### config.mk
export PLATFORM = sky130hd
export DESIGN_NAME = uart_rx_ctrl
export DESIGN_NICKNAME = d
export VERILOG_FILES = /design/src/rtl/uart_pkg.sv /design/src/rtl/uart_rx_sync_edge.sv /design/src/rtl/uart_rx_ctrl.sv
export SDC_FILE = /design/constraint.sdc
export NUM_CORES = 1
export LEC_CHECK = 0
export CORE_MARGIN = 1
export CORE_UTILIZATION = 30
export CTS_CLUSTER_SIZE = 20
export DETAILED_ROUTE_END_ITERATION = 16
export HOLD_SLACK_MARGIN = 0.02
export PLACE_DENSITY = 0.61
export SLEW_MARGIN = 20
export SYNTH_ARGS = -nofsm -noshare
export SYNTH_HDL_FRONTEND = slang
export SYNTH_SLANG_ARGS = --single-unit
export TNS_END_PERCENT = 10
### constraint.sdc
create_clock -name CLK -period 1.55 [get_ports CLK]
set_input_delay 0.155 -clock CLK [delete_from_list [all_inputs] [get_ports CLK]]
set_output_delay 0.155 -clock CLK [all_outputs]
set_load 0.03 [all_outputs]
### src/rtl/uart_pkg.sv
// Shared UART constants: state codes, default frame width and bit-timing values.
package uart_pkg;

  localparam int unsigned DataBitsDef = 8;
  localparam int unsigned BPS_T       = 5208;
  localparam int unsigned BPS_MID     = 2604;

  typedef logic [2:0] rx_state_t;

  localparam rx_state_t StIdle   = 3'd0;
  localparam rx_state_t StStart  = 3'd1;
  localparam rx_state_t StData   = 3'd2;
  localparam rx_state_t StParity = 3'd3;
  localparam rx_state_t StStop   = 3'd4;
  localparam rx_state_t StDone   = 3'd5;

endpackage

### src/rtl/uart_rx_sync_edge.sv
// Two-flop synchroniser for the RX pin plus a third stage for falling-edge detection.
module uart_rx_sync_edge (
  input  logic CLK,
  input  logic RSTn,
  input  logic rx_pin,
  output logic rx_sync,
  output logic fall_edge
);

  // [0] first sync flop, [1] synced line, [2] previous synced value
  logic [2:0] stage_q;

  always_ff @(posedge CLK or negedge RSTn) begin
    if (!RSTn) begin
      stage_q <= 3'b111;
    end else begin
      stage_q <= {stage_q[1:0], rx_pin};
    end
  end

  assign rx_sync   = stage_q[1];
  assign fall_edge = ~stage_q[1] & stage_q[2];

endmodule

### src/rtl/uart_rx_ctrl.sv
// UART receive sequencer driving an external bit-timing counter.
// Optional parity checking is compiled in with `define RX_PARITY_EN.
module uart_rx_ctrl
  import uart_pkg::*;
#(
  parameter int unsigned DATA_BITS  = DataBitsDef,
  parameter bit          PARITY_ODD = 1'b0
) (
  input  logic                 CLK,
  input  logic                 RSTn,
  input  logic                 RX_Pin_In,
  input  logic                 RX_En_Sig,
  input  logic                 BPS_CLK,
  output logic                 Count_Sig,
  output logic [DATA_BITS-1:0] RX_Data,
  output logic                 RX_Done_Sig,
  output logic                 RX_Err_Sig
);

  localparam int unsigned IdxW = (DATA_BITS > 1) ? $clog2(DATA_BITS) : 1;

  logic                 rx_sync;
  logic                 fall_edge;
  rx_state_t            state_q;
  logic [DATA_BITS-1:0] shift_q;
  logic [IdxW-1:0]      idx_q;
  logic                 perr_q;
  logic                 last_bit;

  uart_rx_sync_edge u_sync_edge (
    .CLK       (CLK),
    .RSTn      (RSTn),
    .rx_pin    (RX_Pin_In),
    .rx_sync   (rx_sync),
    .fall_edge (fall_edge)
  );

  assign last_bit = (idx_q == IdxW'(DATA_BITS - 1));

`ifdef RX_PARITY_EN
  localparam rx_state_t StAfterData = StParity;
  logic parity_exp;
  assign parity_exp = (^shift_q) ^ PARITY_ODD;
`else
  localparam rx_state_t StAfterData = StStop;
  logic unused_parity_cfg;
  assign unused_parity_cfg = PARITY_ODD;
  assign perr_q            = 1'b0;
`endif

  always_ff @(posedge CLK or negedge RSTn) begin
    if (!RSTn) begin
      state_q     <= StIdle;
      Count_Sig   <= 1'b0;
      RX_Done_Sig <= 1'b0;
      RX_Err_Sig  <= 1'b0;
      RX_Data     <= '0;
      shift_q     <= '0;
      idx_q       <= '0;
`ifdef RX_PARITY_EN
      perr_q      <= 1'b0;
`endif
    end else begin
      RX_Done_Sig <= 1'b0;
      case (state_q)
        StIdle: begin
          if (fall_edge && RX_En_Sig) begin
            state_q   <= StStart;
            Count_Sig <= 1'b1;
`ifdef RX_PARITY_EN
            perr_q    <= 1'b0;
`endif
          end
        end
        StStart: begin
          if (BPS_CLK) begin
            // A high line at mid start bit means the edge was a glitch
            if (rx_sync) begin
              state_q   <= StIdle;
              Count_Sig <= 1'b0;
            end else begin
              state_q <= StData;
              idx_q   <= '0;
            end
          end
        end
        StData: begin
          if (BPS_CLK) begin
            shift_q[idx_q] <= rx_sync;
            idx_q          <= idx_q + IdxW'(1);
            if (last_bit) begin
              state_q <= StAfterData;
            end
          end
        end
`ifdef RX_PARITY_EN
        StParity: begin
          if (BPS_CLK) begin
            perr_q  <= (rx_sync != parity_exp);
            state_q <= StStop;
          end
        end
`endif
        StStop: begin
          // Results are registered here so they are valid during the Done cycle
          if (BPS_CLK) begin
            RX_Data     <= shift_q;
            RX_Err_Sig  <= ~rx_sync | perr_q;
            RX_Done_Sig <= 1'b1;
            Count_Sig   <= 1'b0;
            state_q     <= StDone;
          end
        end
        StDone: begin
          state_q <= StIdle;
        end
        default: begin
          state_q   <= StIdle;
          Count_Sig <= 1'b0;
        end
      endcase
    end
  end

endmodule

---- Word level (Yosys, flattened, before mapping) ----
Index checks and enable logic that the tools add are counted.
operators by class
  equality and inequality tests ........... 12
  reduce and logical (&&, ||, !) cells .... 10
  magnitude comparators ................... 2
  bitwise logic cells ..................... 3
  $add $sub $neg .......................... 1
  muxes and demuxes ....................... 21
operators with widths
  kind                 count
  $mux 3               8
  $ne 2x2->1 const B   6
  $pmux 3 s4           1
  $reduce_and 5->1     2
  $eq 3x3->1 const B   3
  $bwmux 8             1
  $mux 1               7
  $pmux 3 s2           1
  $lt 3x4->1 const B   1
  $pmux 1 s4           1
  $reduce_and 2->1     2
  $reduce_and 4->1     1
  $add 3x1->3 const B  1
  $demux 1 s3          1
  $eq 3x1->1 const B   1
  $eq 3x2->1 const B   1
  $ge 3x1->1 const B   1
  $logic_not 3->1      1
  $logic_and 1x1->1    2
  $mux 2               1
  $ne 2x1->1 const B   1
  $not 1->1            2
  $reduce_bool 2->1    1
  $reduce_or 2->1      1
  $and 1x1->1          1
storage, ports and cells
  output and inout port bits .............. 11
  input bits .............................. 5
  logic and storage cells ................. 57
  register bits after elaboration ......... 28

---- Logic depth before layout (Yosys ltp) ----
Gate-level depths: netlist of run 1.
  depth in word-level cells ............... 5
  depth in mapped cells ................... 5
  mapped depth without buffers ............ 5

---- By module ----
Synthesis of run 1 repeated with hierarchy kept, for this count alone.
second synthesis, totals
  cells, all modules ...................... 102
  area, all modules ....................... 1310.0 µm²
modules (own cells, without submodules)
  module             area each (µm²)  cells each  times used  sequential area each (µm²)
  uart_rx_ctrl       1217.4           98          1           625.6
  uart_rx_sync_edge  92.6             4           1           78.8

---- Worst setup path before layout of run 1 ----
OpenSTA, ideal clock, no wires.
  path kind ............................... register to register
  start ................................... reg state_q[0]
  end ..................................... reg RX_Data[0]
  required time ........................... 1.422 ns
  cell stages (with the launch flop) ...... 5
  data arrival time ....................... 1.339 ns
  period minus slack after synthesis ...... 1.467 ns
  setup time .............................. 0.128 ns
  path buffers ............................ 2
  setup slack ............................. 0.083 ns
  cell sequence ........................... dfrtp_1 -> clkbuf_1 -> nor4b_1 -> buf_4 -> mux2_1
on the way
  longest elaborated chain between the ends .. 2
ends and longest elaborated chain
  what                        RTL line             text
  from (decl)                 uart_rx_ctrl.sv:24   rx_state_t state_q;
  from (signal assigned)      uart_rx_ctrl.sv:53   state_q <= StIdle;
  from (signal assigned)      uart_rx_ctrl.sv:68   state_q <= StStart;
  from (signal assigned)      uart_rx_ctrl.sv:79   state_q <= StIdle;
  $eq 3x3->1                  uart_rx_ctrl.sv:65   case (state_q)
  $reduce_and 2->1 (no line)  -
  to (signal assigned)        uart_rx_ctrl.sv:107  RX_Data <= shift_q;
  to (decl)                   uart_rx_ctrl.sv:15   output logic [DATA_BITS-1:0] RX_Data,
No other way between the ends.
A chain may end at the register's enable or synchronous reset.

---- Worst setup path in the final report of run 1 ----
  start ................................... reg state_q[0]
  end ..................................... reg shift_q[5]
on the way
  longest elaborated chain between the ends .. 2
ends and longest elaborated chain
  what                             RTL line            text
  $eq 3x2->1                       uart_rx_ctrl.sv:65
  $reduce_and 2->1 (no line)       -
  to (signal, indexed assignment)  uart_rx_ctrl.sv:89  shift_q[idx_q] <= rx_sync;
  to (decl)                        uart_rx_ctrl.sv:25  logic [DATA_BITS-1:0] shift_q;
No other way between the ends.

==> impl_results.md, run 1 <==
- Synth cell types: 34
- Peak supply drop: 0.6868 mV
- Nets@finish: 133
- Worst Clk Skew: 0.003296 ns
- Tmin final: 1.496 ns
- DP HPWL: 1.635 mm
- Hold Crit Class: in2async
- Vias in the first global route: 872
- Global Route Usage Sum: 0.1201
- Fin crit share: 0.9653
- Slew headroom: 0.7307
- Initial DRC count: 23
- Crit-path leading delay family: simple AND/OR/NAND/NOR gates
- Post-CTS Hold Fix Bufs: 0
- Synth warn: 0
- Grt ovf: 0
- CP Class: reg2reg
- Critical Path, Cell by Cell: buf_6 > and4bb_2 > nand4b_1 > mux2_4
- Routability cong.: 0.8529
- Worst path bufs/invs: 1
- Pwr Total: 2.103 mW
- DRT Wirelength: 2.319 mm
- Clock sinks: 28
- Die Width: 66.90 µm
- Skew-Pair Late Insertion Delay: 0.27 ns
- Antenna-violating nets left: 0
- Starting Density: 0.3137
- Max_cap viols: 0
- First-pass GRT wire length: 4.084 mm
- Synth Area per Inst: 12.39 µm²
- Via-per-instance ratio: 4.869
- Leading area contributor after synthesis: dfrtp_1
- Status: finished clean
- Most used DFF post-synth: dfrtp_1
- Antenna Diode Count: 0
- Die Y: 66.90 µm
- # fillers: 377
- Largest net degree at the start of global routing: 29
- Seq cells post-synth: 28
- Lkg Pwr: 0.7290 nW
- Syn Nets: 109
- Drt pass-1 iters: 4
- Worst slew pin tran: 0.4040 ns
- Via Count: 852
- CTS buffer count: 3
- Clock buffer depth: 2
- Most instantiated cells after synthesis: dfrtp_1 (25), mux2_1 (16), nor2_1 (7), a21oi_1 (6), clkbuf_1 (6)
- Multi-input logic area: 526.8 µm²
- Worst path arrival time: 1.66 ns
- Setup_tns: 0 ns
- Mapped Area: 1264 µm²
- DRC Markers: 0
- PwrDens: 1302 nW/µm²
- Most common cell in the netlist: dfrtp_1
- Startpoint types: flip-flop
- Setup Slack @ Placement: -0.1702 ns
- # rows: 23
- Root buffer cell: clkbuf_8
- H-tree depth: 1
- Final WS setup: 0.05373 ns
- WL per Instance: 13.25 µm
- Core area: 4029 µm²
- Mapped Cells: 102
- Slowest CP cell: dfrtp_1
- Initial antenna violation count: 0
- Final setup vio count: 0
- Area growth from synthesis to layout: 27.82%
- Asr flop ratio synth: 1.000
- Slew Limit Fails: 0
- Sequential Area: 704.4 µm²
- Setup bufs post-CTS: 0
- DIE AREA: 4476 µm²
- Crit path max fanout: 10
- Cts repair resizes: 0
- Endpoint class of the critical path: flip-flop
- Top cell type's share of synthesized area: 0.4950
- CP peak stage delay: 0.41 ns
- EDFF count, synth: 0
- Clock-pin slew of the registers on the worst-case setup and hold paths: 0.09 ns
- Unrepaired setup endpoints after global routing: true
- Port bufs: 15
- Layout cells sized above 1: 0.2320
- I/O pin cnt: 16
- Sequential-to-total area share from yosys stat: 0.5574
- Worst Path Required: 1.71 ns
- FMAX: 668.3 MHz
- Synth top area cells: dfrtp_1 (50%), mux2_1 (14%), dfstp_2 (6.2%)
- TritonCTS clock tree: yes
- Fin. Hold Viols: 0
==> stage by stage <==
| step | std cells | hold WS (ns) | cell area, µm² | util |
|---|---|---|---|---|
| final | 175 | 0.2459 | 1615 | 0.4009 |
| after global routing | 175 | 0.2775 | 1615 | 0.4009 |
| after CTS | 175 | 0.2573 | 1595 | 0.3960 |
| after detailed placement | 171 | 0.3504 | 1540 | 0.3823 |
| after global placement | 171 | 0.3462 | 1540 | 0.3823 |
| after floorplan | 102 | -0.1406 | 1264 | - |
==> final cells by class <==
| class | instances | area share |
|---|---|---|
| Tap cell | 50 | 0.03873 |
| Timing Repair Buffer | 28 | 0.1580 |
| Inverter | 3 | 0.006971 |
| Multi-Input combinational cell | 62 | 0.3261 |
| Sequential cell | 28 | 0.4361 |
| Clock buffer | 4 | 0.03408 |
==> routing by layer <==
metal,wire [µm],GRT usage
met4,28,0.04255
met5,0,0
met1,1107,0.1637
met3,48,0.01712
met2,1135,0.1919
==> registers in the layout, summed over array words and instances, names as in the netlist <==
register             cells
Count_Sig                1
RX_Data                  8
RX_Done_Sig              1
RX_Err_Sig               1
idx_q                    3
shift_q                  8
state_q                  3
u_sync_edge.stage_q      3
==> kinds of logic after synthesis <==
family / after synthesis / share of synthesized area
and+or+nand+nor: 28 / 0.1574
buffers and inverters: 12 / 0.04059
AOI/OAI and AO/OA: 15 / 0.07426
adders and majority gates: 2 / 0.01980
DFF: 28 / 0.5574
muxes: 17 / 0.1505
==> cell usage in the layout, fill, tap and decap left out, types with 3 or more instances in the layout <==
master / Yosys / layout
nor4b_2: 2 / 3
clkbuf_8: 0 / 4
clkdlybuf4s50_1: 0 / 15
dfstp_2: 3 / 3
dfrtp_1: 25 / 25
a21oi_1: 6 / 6
mux2_1: 16 / 14
nor2_1: 7 / 7
buf_4: 1 / 11
==> power breakdown <==
group	internal [mW]	total [mW]	leakage, nW	switching (mW)
Sequential	0.872	1.06	0.369	0.186
Clock	0.227	0.449	0.0288	0.221
Combinational	0.326	0.596	0.332	0.269
==> path summary, 6_finish.rpt <==
| check | start | endpoint | slack, ns | cells past startpoint |
|---|---|---|---|---|
| min | RSTn | Count_Sig | 0.25 | 2 |
| min reg2reg | u_sync_edge.stage_q[0] | u_sync_edge.stage_q[1] | 0.36 | 0 |
| max | state_q[0] | shift_q[5] | 0.05 | 4 |
| max reg2reg | state_q[0] | shift_q[5] | 0.05 | 4 |
| min in group CLK | RX_Pin_In | u_sync_edge.stage_q[0] | 0.28 | 1 |
| max in group asynchronous | RSTn | u_sync_edge.stage_q[0] | 1.00 | 2 |
Note: power is estimated with default switching activity, not from simulation.
==> run 2: changes to the inputs <==
--- a/config.mk
+++ b/config.mk
@@ -10,7 +10,6 @@
 export CTS_CLUSTER_SIZE = 20
 export DETAILED_ROUTE_END_ITERATION = 16
 export HOLD_SLACK_MARGIN = 0.02
-export PLACE_DENSITY = 0.61
 export SLEW_MARGIN = 20
 export SYNTH_ARGS = -nofsm -noshare
 export SYNTH_HDL_FRONTEND = slang
==> impl_results.md, run 2 (synthesis gave the netlist of run 1 again) <==
- Pwr Total: 2.294 mW (was 2.103 mW)
- Port bufs: 15 (unchanged)
- R2r startpoint: state_q[1] (was state_q[0])
- Setup Slack @ Placement: -0.1447 ns (was -0.1702 ns)
- Worst slew pin tran: 0.4735 ns (was 0.4040 ns)
- Logic pwr share: 0.289 (was 0.283)
- Commonest non-fill, non-tap cells in the layout: dfrtp_1 (25), mux2_1 (15), buf_4 (15), clkdlybuf4s50_1 (15), nor2_1 (7) (was dfrtp_1 (25), clkdlybuf4s50_1 (15), mux2_1 (14), buf_4 (11), nor2_1 (7))
- Slew Limit Fails: 0 (unchanged)
- CTS buffer count: 3 (unchanged)
- Tmin final: 1.545 ns (was 1.496 ns)
- Clock sinks: 28 (unchanged)
- Via-per-instance ratio: 4.825 (was 4.869)
- # fillers: 387 (was 377)
- First-pass GRT wire length: 4.064 mm (was 4.084 mm)
- DP HPWL: 1.586 mm (was 1.635 mm)
- Initial antenna violation count: 0 (unchanged)
- Area growth from synthesis to layout: 30.89% (was 27.82%)
- Multi-input logic area: 541.8 µm² (was 526.8 µm²)
- Psw: 0.7169 mW (was 0.6769 mW)
- Slew headroom: 0.6843 (was 0.7307)
- DRT met1 WL: 1.200 mm (was 1.107 mm)
- WL met3: 26 µm (was 48 µm)
- Hold Crit Class: in2async (unchanged)
- FMAX: 647.4 MHz (was 668.3 MHz)
- P_int: 1.577 mW (was 1.426 mW)
- Startpoint types: flip-flop (unchanged)
- Most common cell after layout, fill and taps aside: dfrtp_1 (unchanged)
- Setup crit start: state_q[1] (was state_q[0])
- Seq pwr share: 0.464 (was 0.503)
- DRC Markers: 0 (unchanged)
- Worst path arrival time: 1.70 ns (was 1.66 ns)
- I/O pin cnt: 16 (unchanged)
- # rows: 23 (unchanged)
- Worst Path Required: 1.70 ns (was 1.71 ns)
- Core area: 4029 µm² (unchanged)
- Starting Density: 0.3137 (unchanged)
- TritonCTS clock tree: yes (unchanged)
- WL per Instance: 13.59 µm (was 13.25 µm)
- Biggest regs: RX_Data: 8 flops, shift_q: 8 flops (unchanged)
- Die Width: 66.90 µm (unchanged)
- Antenna-violating nets left: 0 (unchanged)
- Clock network fraction of total power: 0.247 (was 0.213)
- Nets@finish: 135 (was 133)
- Antenna Diode Count: 0 (unchanged)
- Initial DRC count: 29 (was 23)
- H-tree depth: 1 (unchanged)
- Clock-pin slew of the registers on the worst-case setup and hold paths: 0.09 ns (about the same)
- Die Y: 66.90 µm (unchanged)
- Max_cap viols: 0 (unchanged)
- Peak supply drop: 0.8045 mV (was 0.6868 mV)
- Fin. Hold Viols: 0 (unchanged)
- Crit path max fanout: 5 (was 10)
- DRT Wirelength: 2.406 mm (was 2.319 mm)
- Routability cong.: 0.8138 (was 0.8529)
- Worst Clk Skew: 0.003161 ns (was 0.003296 ns)
- Fin crit share: 0.9965 (was 0.9653)
- Hold Slack: 0.2489 ns (was 0.2459 ns)
- Layout cells sized above 1: 0.2362 (was 0.2320)
- Grt ovf: 0 (unchanged)
- Top sig layer: met4 (unchanged)
- Final setup vio count: 0 (unchanged)
- Met2 Wirelength: 1.133 mm (was 1.135 mm)
- Lkg Pwr: 0.7459 nW (was 0.7290 nW)
- Switch share: 0.3125 (was 0.3219)
- Final WS setup: 0.005423 ns (was 0.05373 ns)
- Via Count: 854 (was 852)
- CP Class: reg2reg (unchanged)
- Endpoint class of the critical path: flip-flop (unchanged)
- Global Route Usage Sum: 0.1219 (was 0.1201)
- Largest net degree at the start of global routing: 29 (unchanged)
- Clock buffer depth: 2 (unchanged)
- Vias in the first global route: 878 (was 872)
- Sequential Area: 704.4 µm² (unchanged)
- Unrepaired setup endpoints after global routing: true (unchanged)
- Status: finished clean (unchanged)
- Drt pass-1 iters: 4 (unchanged)
- PwrDens: 1387 nW/µm² (was 1302 nW/µm²)
- Skew-Pair Late Insertion Delay: 0.27 ns (about the same)
- Root buffer cell: clkbuf_8 (unchanged)
- DIE AREA: 4476 µm² (unchanged)
-- run 2: cell types whose count changed in the layout (fill, tap and decap cells not counted), moves of 2 or more --
cell	previous run	this run
buf_6	2	0
buf_4	11	15
nor4b_4	0	2
nor4b_2	3	1
-- run 2: layer usage --
layer,vias to the layer above,GRT usage
met1,424,0.1606
met5,-,0
li1,417,-
met4,0,0.06383
met2,9,0.1932
met3,4,0.01541
-- run 2: final cells by class --
class                           count  area share
Tap cell                           50     0.03782
Multi-Input combinational cell     62      0.3275
Clock buffer                        3     0.02496
Sequential cell                    28      0.4259
Clock inverter                      1     0.01815
Timing Repair Buffer               30      0.1588
Inverter                            3    0.006808
-- run 2: worst paths after layout --
kind / to / slack, ns / cells past startpoint
setup / recovery: RX_Data[2] / 0.005 / 4
hold / removal: idx_q[0] / 0.25 / 2
setup reg to reg: RX_Data[2] / 0.005 / 4
hold reg to reg: u_sync_edge.stage_q[1] / 0.36 / 0
max in group asynchronous: u_sync_edge.stage_q[2] / 1.00 / 2
min in group CLK: u_sync_edge.stage_q[0] / 0.28 / 1
-- run 2: timing repair --
action                                  4_1_cts  5_1_grt
resized for setup                             2        4
setup buffers                                 3        0
hold buffers                                  0        0
gates cloned                                  1        0
endpoints found under the setup margin        8       12
-- run 2: power groups by stage --
stage,logic [mW],clock network [mW],registers (mW)
2_1_floorplan,0.450,0,0.979
3_3_place_gp,0.583,0,1.05
3_5_place_dp,0.599,0,1.07
4_1_cts,0.656,0.584,1.05
5_1_grt,0.738,0.607,1.09
6_report,0.663,0.567,1.06
-- run 2: through the flow --
stage,utilization,instance area [µm²],setup TNS (ns),std cells
final,0.4106,1654,0,177
after global routing,0.4106,1654,-0.1901,177
after CTS,0.4053,1633,0,177
after detailed placement,0.3786,1525,-1.682,169
after global placement,0.3786,1525,-1.358,169
after floorplan,-,1264,0,102
-- run 2: critical path, stage by stage (launching register included) --
cell and delay [ns]:
dfrtp_1 0.42, buf_4 0.16, nor4b_4 0.30, buf_4 0.21
mux2_1 0.34
==> run 3: changes to the inputs <==
--- a/config.mk
+++ b/config.mk
@@ -10,6 +10,7 @@
 export CTS_CLUSTER_SIZE = 20
 export DETAILED_ROUTE_END_ITERATION = 16
 export HOLD_SLACK_MARGIN = 0.02
+export SKIP_LAST_GASP = 1
 export SLEW_MARGIN = 20
 export SYNTH_ARGS = -nofsm -noshare
 export SYNTH_HDL_FRONTEND = slang
==> impl_results.md, run 3 (synthesis gave the netlist of run 1 again) <==
- Die Width: 66.90 µm (unchanged)
- CTS buffer count: 3 (unchanged)
- CP peak stage delay: 0.42 ns (about the same)
- I/O pin cnt: 16 (unchanged)
- Starting Density: 0.3137 (unchanged)
- Fin. Hold Viols: 0 (unchanged)
- Worst path bufs/invs: 2 (unchanged)
- R2r startpoint: state_q[1] (unchanged)
- Skew-Pair Late Insertion Delay: 0.27 ns (about the same)
- Placed Instances: 169 (unchanged)
- Post-CTS Hold Fix Bufs: 0 (unchanged)
- Pwr Total: 2.279 mW (was 2.294 mW)
- Final Util: 0.4068 (was 0.4106)
- Nets@finish: 135 (unchanged)
- DP HPWL: 1.586 mm (unchanged)
- Commonest non-fill, non-tap cells in the layout: dfrtp_1 (25), mux2_1 (16), clkdlybuf4s50_1 (15), buf_4 (14), nor2_1 (7) (was dfrtp_1 (25), mux2_1 (15), buf_4 (15), clkdlybuf4s50_1 (15), nor2_1 (7))
- DRC Markers: 0 (unchanged)
- Status: finished clean (unchanged)
- R2r worst-path depth: 4 (unchanged)
- Setup crit start: state_q[1] (unchanged)
- Final setup vio count: 0 (unchanged)
- Met2 Use GR: 0.1932 (unchanged)
- Worst Path Required: 1.71 ns (was 1.70 ns)
- First-pass GRT wire length: 4.064 mm (unchanged)
- Hold Crit Class: in2async (unchanged)
- Worst slew pin tran: 0.4367 ns (was 0.4735 ns)
- Initial DRC count: 25 (was 29)
- CP Class: reg2reg (unchanged)
- Grt ovf: 0 (unchanged)
- PwrDens: 1391 nW/µm² (was 1387 nW/µm²)
- Hold Slack: 0.2478 ns (was 0.2489 ns)
- CP Depth: 4 (unchanged)
- Drt pass-1 iters: 4 (unchanged)
- Crit path max fanout: 5 (unchanged)
- Layout cells sized above 1: 0.2283 (was 0.2362)
- Startpoint types: flip-flop (unchanged)
- Root buffer cell: clkbuf_8 (unchanged)
- Worst R2R Setup Slack: 0.02 ns (was 0.005 ns)
- Critical Path, Cell by Cell: buf_4 > nor4b_4 > buf_4 > mux2_1 (unchanged)
- Max_cap viols: 0 (unchanged)
- M3 GR Usage: 0.01541 (unchanged)
- Initial antenna violation count: 0 (unchanged)
- Reg-to-Reg End: RX_Data[2] (unchanged)
- Worst setup path end: RX_Data[2] (unchanged)
- WL per Instance: 13.48 µm (was 13.59 µm)
- Lkg Pwr: 0.7453 nW (was 0.7459 nW)
- Endpoint class of the critical path: flip-flop (unchanged)
- Antenna Diode Count: 0 (unchanged)
- Biggest regs: RX_Data: 8 flops, shift_q: 8 flops (unchanged)
- Setup_tns: 0 ns (unchanged)
- Most common cell after layout, fill and taps aside: dfrtp_1 (unchanged)
- # rows: 23 (unchanged)
- Met1 Use GR: 0.1606 (unchanged)
- Via Count: 863 (was 854)
- Unrepaired setup endpoints after global routing: true (unchanged)
- Clock-pin slew of the registers on the worst-case setup and hold paths: 0.09 ns (about the same)
- Slew Limit Fails: 0 (unchanged)
- Vias in the first global route: 878 (unchanged)
- Port bufs: 15 (unchanged)
- DIE AREA: 4476 µm² (unchanged)
- Crit-path most repeated cell: buf_4 (unchanged)
- DRT Wirelength: 2.386 mm (was 2.406 mm)
- H-tree depth: 1 (unchanged)
- Worst Clk Skew: 0.002536 ns (was 0.003161 ns)
- Area growth from synthesis to layout: 29.70% (was 30.89%)
- Fin crit share: 0.9886 (was 0.9965)
- Largest net degree at the start of global routing: 29 (unchanged)
- Layout Cells excl Fill: 177 (unchanged)
- Routability cong.: 0.8138 (unchanged)
- Antenna-violating nets left: 0 (unchanged)
- Core area: 4029 µm² (unchanged)
- Global Route Usage Sum: 0.1219 (unchanged)
- Peak supply drop: 0.8046 mV (was 0.8045 mV)
- Clock buffer depth: 2 (unchanged)
- # fillers: 389 (was 387)
- Slew headroom: 0.7089 (was 0.6843)
- Die Y: 66.90 µm (unchanged)
- Tmin final: 1.532 ns (was 1.545 ns)
- Clock sinks: 28 (unchanged)
- GR peak layer: met2 (unchanged)
- Crit-path leading delay family: flip-flops (unchanged)
- TritonCTS clock tree: yes (unchanged)
- FMAX: 652.6 MHz (was 647.4 MHz)
- Slowest CP cell: dfrtp_1 (unchanged)
- Via-per-instance ratio: 4.876 (was 4.825)
- Worst path arrival time: 1.69 ns (was 1.70 ns)
-- run 3: cell counts in the layout (fill, tap and decap cells not counted) --
No cell type changed its count.
-- run 3: per-stage QoR --
| stage | setup slack [ns] | area, µm² |
|---|---|---|
| final | 0.01773 | 1639 |
| after global routing | -0.04734 | 1639 |
| after CTS | 0.01680 | 1633 |
| after detailed placement | -0.1447 | 1525 |
| after global placement | -0.1223 | 1525 |
| after floorplan | 0.08331 | 1264 |
-- run 3: power breakdown --
part | total, mW | leakage, nW | switching [mW] | internal, mW
clock | 0.568 | 0.0357 | 0.223 | 0.346
combinational | 0.655 | 0.341 | 0.302 | 0.354
sequential | 1.06 | 0.369 | 0.183 | 0.872
-- run 3: final cells by class --
type	count	area, µm²	area share
inverter	3	11.26	0.006870
timing repair buffer	30	260.3	0.1588
clock inverter	1	30.03	0.01832
tap	50	62.56	0.03817
clock buffer	3	41.29	0.02519
multi-input combinational	62	529.3	0.3229
sequential	28	704.4	0.4298
-- run 3: what timing repair did --
action	4_1_cts	5_1_grt
pin swaps	0	0
gates cloned	1	0
setup buffers	3	0
resized for setup	2	1
endpoints found under the setup margin	8	12
-- run 3: routing by layer --
metal | wire, µm | share of wire
met5 | 0 | 0
met4 | 45 | 0.019
met3 | 45 | 0.019
met2 | 1129 | 0.47
met1 | 1165 | 0.49
-- run 3: worst min-delay path by stage --
stage                            from                      to  depth (start not counted)
2_1_floorplan                    RSTn               Count_Sig                          0
3_3_place_gp   u_sync_edge.stage_q[0]  u_sync_edge.stage_q[1]                          0
3_5_place_dp   u_sync_edge.stage_q[0]  u_sync_edge.stage_q[1]                          0
4_1_cts                          RSTn              RX_Data[0]                          2
5_1_grt                          RSTn             RX_Done_Sig                          2
6_report                         RSTn             RX_Done_Sig                          2
